===== config.mk =====
export PLATFORM = sky130hd
export DESIGN_NAME = pe_vector_ctrl
export DESIGN_NICKNAME = d
export VERILOG_FILES = /design/src/rtl/pe_vector_ctrl.sv
export SDC_FILE = /design/constraint.sdc
export NUM_CORES = 1
export LEC_CHECK = 0
export CELL_PAD_IN_SITES_DETAIL_PLACEMENT = 1
export CELL_PAD_IN_SITES_GLOBAL_PLACEMENT = 2
export CORE_MARGIN = 2
export CORE_UTILIZATION = 29
export DETAILED_ROUTE_END_ITERATION = 6
export PLACE_DENSITY_LB_ADDON = 0.1
export SLEW_MARGIN = 0
export SYNTH_ARGS = -nofsm -noshare
export SYNTH_HDL_FRONTEND = slang
export SYNTH_SLANG_ARGS = --single-unit

===== constraint.sdc =====
create_clock -name i_clk -period 4.7 [get_ports i_clk]
set_input_delay 0.94 -clock i_clk [delete_from_list [all_inputs] [get_ports i_clk]]
set_output_delay 0.94 -clock i_clk [all_outputs]
set_load 0.03 [all_outputs]

===== src/rtl/pe_vector_ctrl.sv =====
// Job sequencer for one PE column vector: broadcasts the instruction, gates a
// programmed number of ifmap/weight tokens into the column, then counts psum outputs.
module pe_vector_ctrl #(
    parameter int DATA_BITWIDTH = 8,
    parameter int CNT_BITWIDTH  = 8
) (
    input  logic                     i_clk,
    input  logic                     i_rst,
    input  logic                     i_start,
    input  logic [2:0]               i_inst,
    input  logic [8:0]               i_conv_info,
    input  logic [CNT_BITWIDTH-1:0]  i_n_ifmap,
    input  logic [CNT_BITWIDTH-1:0]  i_n_wght,
    input  logic [CNT_BITWIDTH-1:0]  i_n_psum,
    output logic                     o_busy,
    output logic                     o_done,
    output logic [2:0]               o_inst_data,
    output logic [8:0]               o_conv_info,
    output logic                     o_inst_valid,
    input  logic                     i_inst_ready,
    input  logic [DATA_BITWIDTH-1:0] i_glb_ifmap_data,
    input  logic                     i_glb_ifmap_valid,
    output logic                     o_glb_ifmap_ready,
    output logic [DATA_BITWIDTH-1:0] o_pe_ifmap_data,
    output logic                     o_pe_ifmap_valid,
    input  logic                     i_pe_ifmap_ready,
    input  logic [DATA_BITWIDTH-1:0] i_glb_wght_data,
    input  logic                     i_glb_wght_valid,
    output logic                     o_glb_wght_ready,
    output logic [DATA_BITWIDTH-1:0] o_pe_wght_data,
    output logic                     o_pe_wght_valid,
    input  logic                     i_pe_wght_ready,
    input  logic                     i_psum_out_valid,
    input  logic                     i_psum_out_ready,
    output logic [2:0]               o_dbg_state
);

    typedef enum logic [2:0] {
        S_IDLE   = 3'd0,
        S_INST   = 3'd1,
        S_STREAM = 3'd2,
        S_DRAIN  = 3'd3,
        S_DONE   = 3'd4
    } state_t;

    state_t                  state_q;
    logic [2:0]              inst_q;
    logic [8:0]              conv_q;
    logic [CNT_BITWIDTH-1:0] n_ifmap_q, n_wght_q, n_psum_q;
    logic [CNT_BITWIDTH-1:0] ifmap_cnt_q, wght_cnt_q, psum_cnt_q;
    logic [CNT_BITWIDTH-1:0] ifmap_cnt_d, wght_cnt_d, psum_cnt_d;
    logic                    busy_q, done_q, inst_valid_q;

    logic en_ifmap, en_wght, ifmap_hs, wght_hs, psum_active, psum_hs;
    logic streams_closed, psum_met;

    // A transfer happens only in a cycle where valid and ready are both high;
    // valid never waits on ready, and a gate only masks the two signals together.
    assign en_ifmap    = (state_q == S_STREAM) && (ifmap_cnt_q != n_ifmap_q);
    assign en_wght     = (state_q == S_STREAM) && (wght_cnt_q != n_wght_q);
    assign ifmap_hs    = en_ifmap & i_glb_ifmap_valid & i_pe_ifmap_ready;
    assign wght_hs     = en_wght & i_glb_wght_valid & i_pe_wght_ready;
    assign psum_active = (state_q == S_STREAM) || (state_q == S_DRAIN);
    assign psum_hs     = psum_active & i_psum_out_valid & i_psum_out_ready &
                         (psum_cnt_q != n_psum_q);

    assign ifmap_cnt_d = ifmap_cnt_q + CNT_BITWIDTH'(ifmap_hs);
    assign wght_cnt_d  = wght_cnt_q + CNT_BITWIDTH'(wght_hs);
    assign psum_cnt_d  = psum_cnt_q + CNT_BITWIDTH'(psum_hs);

    // Next-cycle views so the exit decision includes this cycle's handshakes.
    assign streams_closed = (ifmap_cnt_d == n_ifmap_q) && (wght_cnt_d == n_wght_q);
    assign psum_met       = (psum_cnt_d == n_psum_q);

    assign o_pe_ifmap_valid  = i_glb_ifmap_valid & en_ifmap;
    assign o_glb_ifmap_ready = i_pe_ifmap_ready & en_ifmap;
    assign o_pe_ifmap_data   = i_glb_ifmap_data;
    assign o_pe_wght_valid   = i_glb_wght_valid & en_wght;
    assign o_glb_wght_ready  = i_pe_wght_ready & en_wght;
    assign o_pe_wght_data    = i_glb_wght_data;

    assign o_busy       = busy_q;
    assign o_done       = done_q;
    assign o_inst_valid = inst_valid_q;
    assign o_inst_data  = inst_q;
    assign o_conv_info  = conv_q;
    assign o_dbg_state  = state_q;

    always_ff @(posedge i_clk) begin
        if (!i_rst) begin
            state_q      <= S_IDLE;
            inst_q       <= '0;
            conv_q       <= '0;
            n_ifmap_q    <= '0;
            n_wght_q     <= '0;
            n_psum_q     <= '0;
            ifmap_cnt_q  <= '0;
            wght_cnt_q   <= '0;
            psum_cnt_q   <= '0;
            busy_q       <= 1'b0;
            done_q       <= 1'b0;
            inst_valid_q <= 1'b0;
        end else begin
            ifmap_cnt_q <= ifmap_cnt_d;
            wght_cnt_q  <= wght_cnt_d;
            psum_cnt_q  <= psum_cnt_d;
            case (state_q)
                S_IDLE: begin
                    if (i_start) begin
                        inst_q       <= i_inst;
                        conv_q       <= i_conv_info;
                        n_ifmap_q    <= i_n_ifmap;
                        n_wght_q     <= i_n_wght;
                        n_psum_q     <= i_n_psum;
                        ifmap_cnt_q  <= '0;
                        wght_cnt_q   <= '0;
                        psum_cnt_q   <= '0;
                        busy_q       <= 1'b1;
                        inst_valid_q <= 1'b1;
                        state_q      <= S_INST;
                    end
                end
                S_INST: begin
                    if (i_inst_ready) begin
                        inst_valid_q <= 1'b0;
                        if (n_ifmap_q != '0 || n_wght_q != '0) begin
                            state_q <= S_STREAM;
                        end else if (n_psum_q != '0) begin
                            state_q <= S_DRAIN;
                        end else begin
                            state_q <= S_DONE;
                            done_q  <= 1'b1;
                        end
                    end
                end
                S_STREAM: begin
                    if (streams_closed) begin
                        if (psum_met) begin
                            state_q <= S_DONE;
                            done_q  <= 1'b1;
                        end else begin
                            state_q <= S_DRAIN;
                        end
                    end
                end
                S_DRAIN: begin
                    if (psum_met) begin
                        state_q <= S_DONE;
                        done_q  <= 1'b1;
                    end
                end
                S_DONE: begin
                    done_q  <= 1'b0;
                    busy_q  <= 1'b0;
                    state_q <= S_IDLE;
                end
                default: begin
                    done_q       <= 1'b0;
                    busy_q       <= 1'b0;
                    inst_valid_q <= 1'b0;
                    state_q      <= S_IDLE;
                end
            endcase
        end
    end

endmodule


==> flow_metrics.env <==
export IMPL_status="finished, final reports clean"
export IMPL_slew_violations=0
export IMPL_ys_types=49
export IMPL_timing_setup_tns_ns=0
export IMPL_antenna_left=0
export IMPL_cts_sinks=66
export IMPL_p_leak_nw=1.74
export IMPL_seq_area_frac_synth=0.377
export IMPL_postCtsHoldBufs=0
export IMPL_synth_cell_area_um2=3500
export IMPL_overflow=0
export IMPL_syn_avg_cell_area_um2=8.38
export IMPL_synth_main_ff_cell="dfxtp_1"
export IMPL_cp_end_kind="flip-flop"
export IMPL_drc_errors=0
export IMPL_relSlewSlack=0.522
export IMPL_synthTopCellsByArea="dfxtp_1, nand2_1, a21boi_0, xor2_1, xnor2_1"
export IMPL_detail_route_wl_per_cell_um=15.3
export IMPL_fin_nets=532
export IMPL_area_delta_synth_final_pct=28.2
export IMPL_skew_ns=0.00378
export IMPL_grt_antenna_before_repair=0
export IMPL_final_period_utilization=0.753
export IMPL_io_pins=100
export IMPL_cpMostUsedCell="ha_1"
export IMPL_placed_area_um2=4190
export IMPL_cp_num_buf_inv=0
export IMPL_gp_congestion=0.780
export IMPL_reg2reg_from="o_dbg_state[1]"
export IMPL_final_cell_mix="nand2_1, clkdlybuf4s50_1, dfxtp_1"
export IMPL_cts_resized=0
export IMPL_final_hold_viol_count=0
export IMPL_die_w_um=114
export IMPL_clkLatencyLatePin_ns=0.32
export IMPL_power_per_cell_area_nw_per_um2=444
export IMPL_critPathMaxFanout=11
export IMPL_antenna_cells=0
export IMPL_drt_total_wl_mm=9.41
export IMPL_setup_ws_ns=1.16
export IMPL_fin_util=0.377
export IMPL_cp_data_required_time_ns=4.91
export IMPL_final_common_cell="nand2_1"
export IMPL_holdWs_ns=0.463
export IMPL_grtUsageTotal=0.157
export IMPL_synth_edf_count=0
export IMPL_ir_worst_vdd_uv=206
export IMPL_synthesis_nets=486
export IMPL_finalCriticalPeriod_ns=3.54
export IMPL_tightest_slew_ns=0.713
export IMPL_cts_root_buf="clkbuf_16"
export IMPL_ys_seq_elements=66
export IMPL_post_cts_buffers=0
export IMPL_drtPass1Iterations=4
export IMPL_place_hpwl_mm=6.87
export IMPL_pre_cts_ws_ns=0.862
export IMPL_synth_warnings=0
export IMPL_cp_slowest_cell="dfxtp_1"
export IMPL_routed_via_count=2976
export IMPL_cp_arrival_ns=3.75
export IMPL_crit_path_start_kind="flip-flop"
export IMPL_cts_buffers=9
export IMPL_synth_top_area_frac=0.377
export IMPL_layout_drive_gt1_share=0.0533
export IMPL_synthArstFlopShare=0
export IMPL_setup_viol=0
export IMPL_start_util=0.294
export IMPL_fin_area_um2=4490
export IMPL_max_stage_delay_ns=0.54
export IMPL_yosys_area_top_type="dfxtp_1"
export IMPL_cp_startpoint="o_dbg_state[1]"
export IMPL_core_area_um2=11900
export IMPL_drv_cap=0
export IMPL_io_buffers=67
export IMPL_rows=40
export IMPL_fmax_mhz=283
export IMPL_max_clock_path_buffers=2
export IMPL_grt_pass1_wl_mm=15.9
export IMPL_dieHeight_um=114
export IMPL_die_area_um2=13000
export IMPL_cts_tree="yes"
export IMPL_via_per_inst=4.83
export IMPL_cts_htree_levels=3
export IMPL_hold_start="o_conv_info[4]"
export IMPL_crit_family="simple AND/OR/NAND/NOR gates"
export IMPL_fillCellCount=1411
export IMPL_drt_iter0_markers=60
export IMPL_crit_type="reg2reg"
export IMPL_rsz0062_at_grt="no"
export IMPL_synth_cells=418
export IMPL_worstHoldPathType="reg2reg"
export IMPL_grt_pass1_vias=3144
export IMPL_grt_max_degree=50
export IMPL_path_clk_slew_ns=0.05
export IMPL_cp_cell_sequence="nor2b_1, nand2_1, a21oi_1, and3_1, ha_1, ha_1, nand3_1, nor2_1, xor2_1, nor4_1, nand4_1, o21a_1, o211a_1"
sequential cells by signal (all words and copies together) (netlist names):
| signal | count |
|---|---|
| psum_cnt_q | 8 |
| o_dbg_state | 3 |
| wght_cnt_q | 8 |
| o_inst_data | 3 |
| o_done | 1 |
| o_busy | 1 |
| o_inst_valid | 1 |
| o_conv_info | 9 |
| n_psum_q | 8 |
| n_wght_q | 8 |
| ifmap_cnt_q | 8 |
| n_ifmap_q | 8 |
layer usage:
| metal | up-vias | GRT usage | part of all wire | wire, µm |
|---|---|---|---|---|
| met1 | 1406 | 0.209 | 0.49 | 4620 |
| li1 | 1497 | - | - | - |
| met4 | 0 | 0.0504 | 0.012 | 111 |
| met3 | 13 | 0.0484 | 0.059 | 558 |
| met2 | 60 | 0.243 | 0.44 | 4120 |
| met5 | - | 0 | 0 | 0 |
power breakdown:
| group | switching (mW) | internal, mW | total [mW] |
|---|---|---|---|
| Sequential | 0.0900 | 0.632 | 0.722 |
| Clock | 0.236 | 0.439 | 0.675 |
| Combinational | 0.344 | 0.253 | 0.597 |
| Total | 0.670 | 1.32 | 1.99 |
kinds of logic after synthesis:
logic type	Yosys count	share of synthesized area
and+or+nand+nor	185	0.248
xor gates and xnor gates	56	0.140
DFF	66	0.377
adders and majority gates	6	0.0214
muxes	1	0.00286
AOI/OAI and AO/OA	65	0.150
buffers and inverters	39	0.0600
cells in the mapped netlist (4+ instances only):
master	n
a21boi_0	37
a21oi_1	4
and2_1	5
and3_1	8
buf_4	16
clkbuf_1	16
dfxtp_1	66
ha_1	6
inv_1	4
nand2_1	95
nand3_1	9
nand4_1	4
nor2_1	29
nor3_1	5
nor4_1	11
xnor2_1	25
xor2_1	31
layout make-up:
| class | instances | area, µm² | share of cell area |
|---|---|---|---|
| multi-input cells | 313 | 1980 | 0.440 |
| flip-flops and latches | 66 | 1320 | 0.294 |
| repair buffers | 70 | 693 | 0.154 |
| clock buffers | 14 | 264 | 0.0588 |
| well taps | 147 | 184 | 0.0410 |
| clock inverters | 2 | 35.0 | 0.00781 |
| inverters | 4 | 15.0 | 0.00335 |
stage by stage:
stage	std cells	total power, mW
2_1_floorplan	418	1.13
3_3_place_gp	600	1.34
3_5_place_dp	600	1.34
4_1_cts	616	2.03
5_1_grt	616	2.14
6_report	616	1.99
final timing paths:
path | end | slack, ns | depth (start not counted)
worst min-delay path | o_conv_info[4] | 0.46 | 2
worst min register to register | o_conv_info[4] | 0.46 | 2
worst max-delay path | o_dbg_state[1] | 1.16 | 13
worst max register to register | o_dbg_state[1] | 1.16 | 13
worst reg2reg max path, delay by kind of cell (launching register included):
kind,cells,cell delay (ns)
AND/OR/NAND/NOR,7,1.58
AO/OA/AOI/OAI,3,0.83
flip-flops,1,0.54
adder cells (fa/ha/maj),2,0.40
XOR/XNOR,1,0.10
Power figures use the tool's default switching activity.
